--- src/rtl/adder_accum_four.sv ---
`timescale 1ns/1ps
// adder_accum_four: folds COUNT 4-bit operands into a 4-bit sum plus saturating carry count.
// Optional macro ACCUM_CIN_EN adds an in_cin port used as the adder carry-in.
module adder_accum_four #(
    parameter int COUNT = 4,
    parameter int CNT_W = 3
) (
    input  logic             clk,
    input  logic             rst_n,
    input  logic             in_valid,
    output logic             in_ready,
    input  logic [3:0]       in_data,
`ifdef ACCUM_CIN_EN
    input  logic             in_cin,
`endif
    output logic             out_valid,
    input  logic             out_ready,
    output logic [3:0]       out_sum,
    output logic [CNT_W-1:0] out_carries,
    output logic             out_ovf
);
    typedef enum logic [1:0] {IDLE, ACCUM, HOLD} state_t;
    localparam logic [CNT_W-1:0] MAX = '1;
    localparam logic [3:0] LAST = 4'(COUNT - 1);
    state_t state, state_nx;
    logic [3:0] acc, beat;
    logic [CNT_W-1:0] carries;
    logic ovf, cin, take, last;
    logic [4:0] add;
`ifdef ACCUM_CIN_EN
    assign cin = in_cin;
`else
    assign cin = 1'b0;
`endif
    assign take = in_valid && in_ready;
    assign last = beat == LAST;
    assign add = {1'b0, acc} + {1'b0, in_data} + {4'b0, cin};
    assign out_sum = acc;
    assign out_carries = carries;
    assign out_ovf = ovf;
    always_ff @(posedge clk or negedge rst_n)
        if (!rst_n) state <= IDLE;
        else state <= state_nx;
    always_comb begin
        state_nx = state;
        in_ready = state != HOLD;
        out_valid = state == HOLD;
        if (state == HOLD) state_nx = out_ready ? IDLE : HOLD;
        else if (take) state_nx = last ? HOLD : ACCUM;
    end
    // acc doubles as the result register: it holds the burst total throughout HOLD
    always_ff @(posedge clk or negedge rst_n)
        if (!rst_n) begin
            acc <= '0;
            beat <= '0;
            carries <= '0;
            ovf <= 1'b0;
        end else if (state == HOLD && out_ready) begin
            acc <= '0;
            beat <= '0;
            carries <= '0;
            ovf <= 1'b0;
        end else if (take) begin
            acc <= add[3:0];
            beat <= beat + 4'd1;
            carries <= (add[4] && carries != MAX) ? carries + 1'b1 : carries;
            ovf <= ovf | (add[4] && carries == MAX);
        end
endmodule

--- config.mk ---
export PLATFORM = sky130hd
export DESIGN_NAME = adder_accum_four
export DESIGN_NICKNAME = d
export VERILOG_FILES = /design/src/rtl/adder_accum_four.sv
export SDC_FILE = /design/constraint.sdc
export NUM_CORES = 1
export LEC_CHECK = 0
export BUFFER_PORTS_ARGS = -buffer_cell sky130_fd_sc_hd__buf_2
export CORE_UTILIZATION = 30
export DETAILED_ROUTE_END_ITERATION = 8
export SLEW_MARGIN = 20
export SYNTH_ARGS = -nofsm -noshare
export SYNTH_HDL_FRONTEND = slang
export SYNTH_SLANG_ARGS = --single-unit
--- constraint.sdc ---
create_clock -name clk -period 1.7 [get_ports clk]
set_clock_uncertainty 0.05 [all_clocks]
set_input_delay 0.34 -clock clk [delete_from_list [all_inputs] [get_ports clk]]
set_output_delay 0.34 -clock clk [all_outputs]
set_load 0.05 [all_outputs]
# == After elaboration in Yosys (flattened, before gate mapping) ==
# Cells that the tools add are included.
# op_classes
addsub,3
n_eq_ne,5
mux,13
bitwise_logic,1
n_reduce_logical,8
# ops
op,n
4-bit 2-to-1 mux,4
3-bit 2-to-1 mux,3
2-bit 2-to-1 mux,4
2-bit nonzero test,3
4-bit by 4-bit adder with 5-bit output,1
4-bit by 1-bit adder with 4-bit output (second input constant),1
4-bit by 2-bit == test with 1-bit output (second input constant),1
1-bit logical AND,4
3-bit by 1-bit adder with 3-bit output (second input constant),1
3-bit == test (second input constant),1
3-bit inequality test (second input constant),1
2-bit == test (second input constant),1
1-bit 2-to-1 mux,2
2-bit inequality test (second input constant),1
2-bit AND reduction,1
1-bit OR,1
# totals
ff_bits,14
input_bits,8

# == Depth between registers and ports, before layout ==
# depth
ltp_word,5
ltp_mapped,7
mapped_depth_nobuf,7

# == Worst setup path after synthesis ==
# Ideal clock, no wire load.
# synth_path
path_type,reg2reg
start,"register acc[0], in the netlist out_sum[0]"
end,"register carries[0], in the netlist out_carries[0]"
setup_time_ps,74
t_arrival_ps,2115
required_ps,1576
slack_ps,-539
path_stages_with_launch,8
path_cell_list,dfrtp_1 -> ha_1 -> inv_1 -> fa_1 -> and2b_2 -> o2111ai_4 -> or3_1 -> a21oi_2
# synth_between
elab_chain_len,4
# synth_lines
element,line,text
"start, declared",26,"logic [3:0] acc, beat;"
"start signal, assigned",64,acc <= add[3:0];
4-bit by 4-bit adder with 5-bit output,37,"assign add = {1'b0, acc} + {1'b0, in_data} + {4'b0, cin};"
1-bit logical AND,66,carries <= (add[4] && carries != MAX) ? carries + 1'b1 : carries;
2-bit nonzero test (no source line),n/a,
2-bit AND reduction (no source line),n/a,
"end signal, assigned",66,
"end, declared",27,logic [CNT_W-1:0] carries;
# Every way passes these cells.
# A chain may end at the register's enable or synchronous reset.

# == Worst setup path in the final report ==
# Ends and elaborated chain as after synthesis.

==> flow_summary.toml <==
[outcome]
status = "finished with violations"
violations = "negative setup slack"

[floorplan]
core_sq_mm = 0.002522
die_w_um = 54.19
dieArea_sq_mm = 0.002936
start_util_pct = 32.39
ioPinCount = 18
fp.dieH_um = 54.19
row_count = 18

[clocking]
root_buffer = "clkbuf_4"
cts_buffers = 3
cts_tree = "built"
clock_latency_ns = 0.27
clk_pin_slew_ns = 0.09
clkSinkCount = 14
h-tree-depth = 1
cts_max_path_buffers = 2

[global_routing]
antenna_found_initial = 0
track_usage_pct = 13.88
grt_pass1_vias = 654
grt_overflow_total = 0
grt_max_degree = 15
grt_pass1_wl_um = 2794

[synthesis]
synth_cells = 77
synth_top_area_share_pct = 42.88
synth_cell_types = 28
ys_ff_latch = 14
seq_area_frac_synth_pct = 42.88
ys_top_cells_by_area = "dfrtp_1 43%, ha_1 11%, o21ai_0 4.3%"
netlist_area_sq_um = 817.0
synth.largest_area_cell = "dfrtp_1"
syn_nets = 93
yosys_warnings = 0
syn-mean-instance-area_sq_um = 10.61

[drt]
route.detailed.drc = 0
route.met3.wl_um = 63
dr_wl_met2_um = 853
post_drt_wl_per_cell_um = 12.22
vias = 658
drtAntennaViolNets = 0
drtPass1Iterations = 2
viasPerCell = 4.803
wl_met1_um = 744
drtIter0Drc = 1
routed.top_layer = "met4"
wirelength_um = 1674

[place]
dp_hpwl_um = 1259
place_inst = 129
place_congestion = 0.6937
post-place-ws_ns = -0.2312
place_area_sq_um = 999.7
port_buffers = 17

[timing]
whs_ns = 0.3893
finalHoldViolations = 0
slew_headroom_pct = 72.97
rsz0062_at_grt = "true"
final.setup.tns_ns = -0.5643
fin_ws_ns = -0.2050
post-route-period-util_pct = 112.1
setup_viol = 4
tightest_slew_ns = 0.3998
finalMaxSlewViolations = 0
fmax_mhz = 524.9
fin_crit_ns = 1.905

[power_and_ir_drop]
peakVddDrop_uv = 666.6
p_leak_nw = 0.5000
powerDensity_mw_per_mm2 = 1652

[layout]
diodes = 0
layout-drive-gt1-share_pct = 43.93
fin_area_sq_mm = 0.001066
multiInputGateArea_sq_um = 442.9
final_cells = 137
areaGrowthSynthToFinish_pct = 30.47
fillers = 262
nets = 124
final-seq-area_sq_um = 355.3

[setup_path]
crit_path_end_kind = "flop"
critPathMaxFanout = 3
worst-setup-path-type = "flop to flop"
required_ns = 1.85
cp.arrival_ns = 2.05
startpoint_type = "flop"

[flow_run]
drv_cap = 0

[worst_hold_path]
hp-class = "input pin to flop"
==> cells in the mapped netlist, drive strengths merged <==
library cell  count
or3               1
nor2              5
nor2b             1
ha                7
xor2              3
a21oi             7
a32o              2
and3b             1
inv               6
and2b             1
fa                1
nor3              1
a21o              1
nand2             5
o2111a            1
nand3             4
nor4b             1
a211oi            1
o2111ai           1
buf               2
xnor2             1
clkinv            1
or2               2
dfrtp            14
o21ai             7
==> placed cells by master, fill, tap and decap left out, drive strengths merged, types with 4 or more instances in the layout <==
| cell | instances |
|---|---|
| o21ai | 7 |
| nand3 | 4 |
| dfrtp | 14 |
| a21oi | 7 |
| nor2 | 5 |
| clkbuf | 5 |
| buf | 26 |
| ha | 7 |
| inv | 6 |
| nand2 | 5 |
==> cell families (layout without fill, tap and decap cells) <==
| logic type | after synthesis | after routing | synth area share, % |
|---|---|---|---|
| buf+inv | 9 | 39 | 5.360 |
| xor+xnor | 4 | 4 | 4.289 |
| simple gates | 22 | 22 | 15.01 |
| flops | 14 | 14 | 42.88 |
| fa+ha+maj | 8 | 8 | 13.17 |
| compound gates | 20 | 20 | 19.30 |
==> per-layer routing <==
layer	up-vias	track usage [%]
met5	-	0
met4	0	5.128
met3	2	3.390
met2	10	23.37
met1	316	16.90
li1	330	-
==> area by class of cell <==
| type | instances | area share, % |
|---|---|---|
| multi-input cells | 54 | 41.55 |
| flip-flops and latches | 14 | 33.33 |
| repair buffers | 28 | 16.20 |
| well taps | 30 | 3.521 |
| inverters | 7 | 2.934 |
| clock buffers | 4 | 2.465 |
==> critical path, cell delays in order (launching register included) <==
cell	delay [ns]
dfrtp_2	0.40
ha_4	0.14
inv_2	0.03
fa_2	0.32
and2b_2	0.25
o2111ai_4	0.14
or3_4	0.39
a21oi_2	0.11
==> flip-flops by register name, summed over array words and instances (netlist names) <==
signal,flops
beat,4
out_sum,4
out_carries,3
state,2
out_ovf,1
==> final timing paths <==
kind / startpoint / to / slack (ns) / depth (start not counted)
max: out_sum[0] / out_carries[0] / -0.20 / 7
min: in_data[0] / out_sum[0] / 0.39 / 3
max reg2reg: out_sum[0] / out_carries[0] / -0.20 / 7
min reg2reg: out_sum[2] / out_sum[2] / 0.46 / 2
max in group asynchronous: rst_n / out_sum[3] / 0.87 / 2
min in group asynchronous: rst_n / beat[3] / 0.44 / 2
==> power by group <==
| group | internal, mW | total [mW] | leakage (nW) | switching, mW |
|---|---|---|---|---|
| clock | 0.0907 | 0.197 | 0.0150 | 0.107 |
| combinational | 0.395 | 0.985 | 0.319 | 0.590 |
| sequential | 0.473 | 0.579 | 0.166 | 0.106 |
==> stage by stage <==
step                util, %  total power [mW]
finish                42.26             1.761
detailed placement    39.63             1.548
global placement      39.63             1.510
CTS                   41.67             1.775
floorplan                 -             1.265
global route          42.26             1.922
==> repair_timing <==
| item | in CTS | in global routing |
|---|---|---|
| buffers inserted | 2 | 1 |
| pin swaps | 4 | 0 |
| gates resized for setup | 0 | 2 |
| hold buffers | 1 | 0 |
| endpoints found under the hold margin | 14 | 0 |
| cloned | 0 | 0 |
| endpoints found under the setup margin | 4 | 5 |
Power figures use the tool's default switching activity.
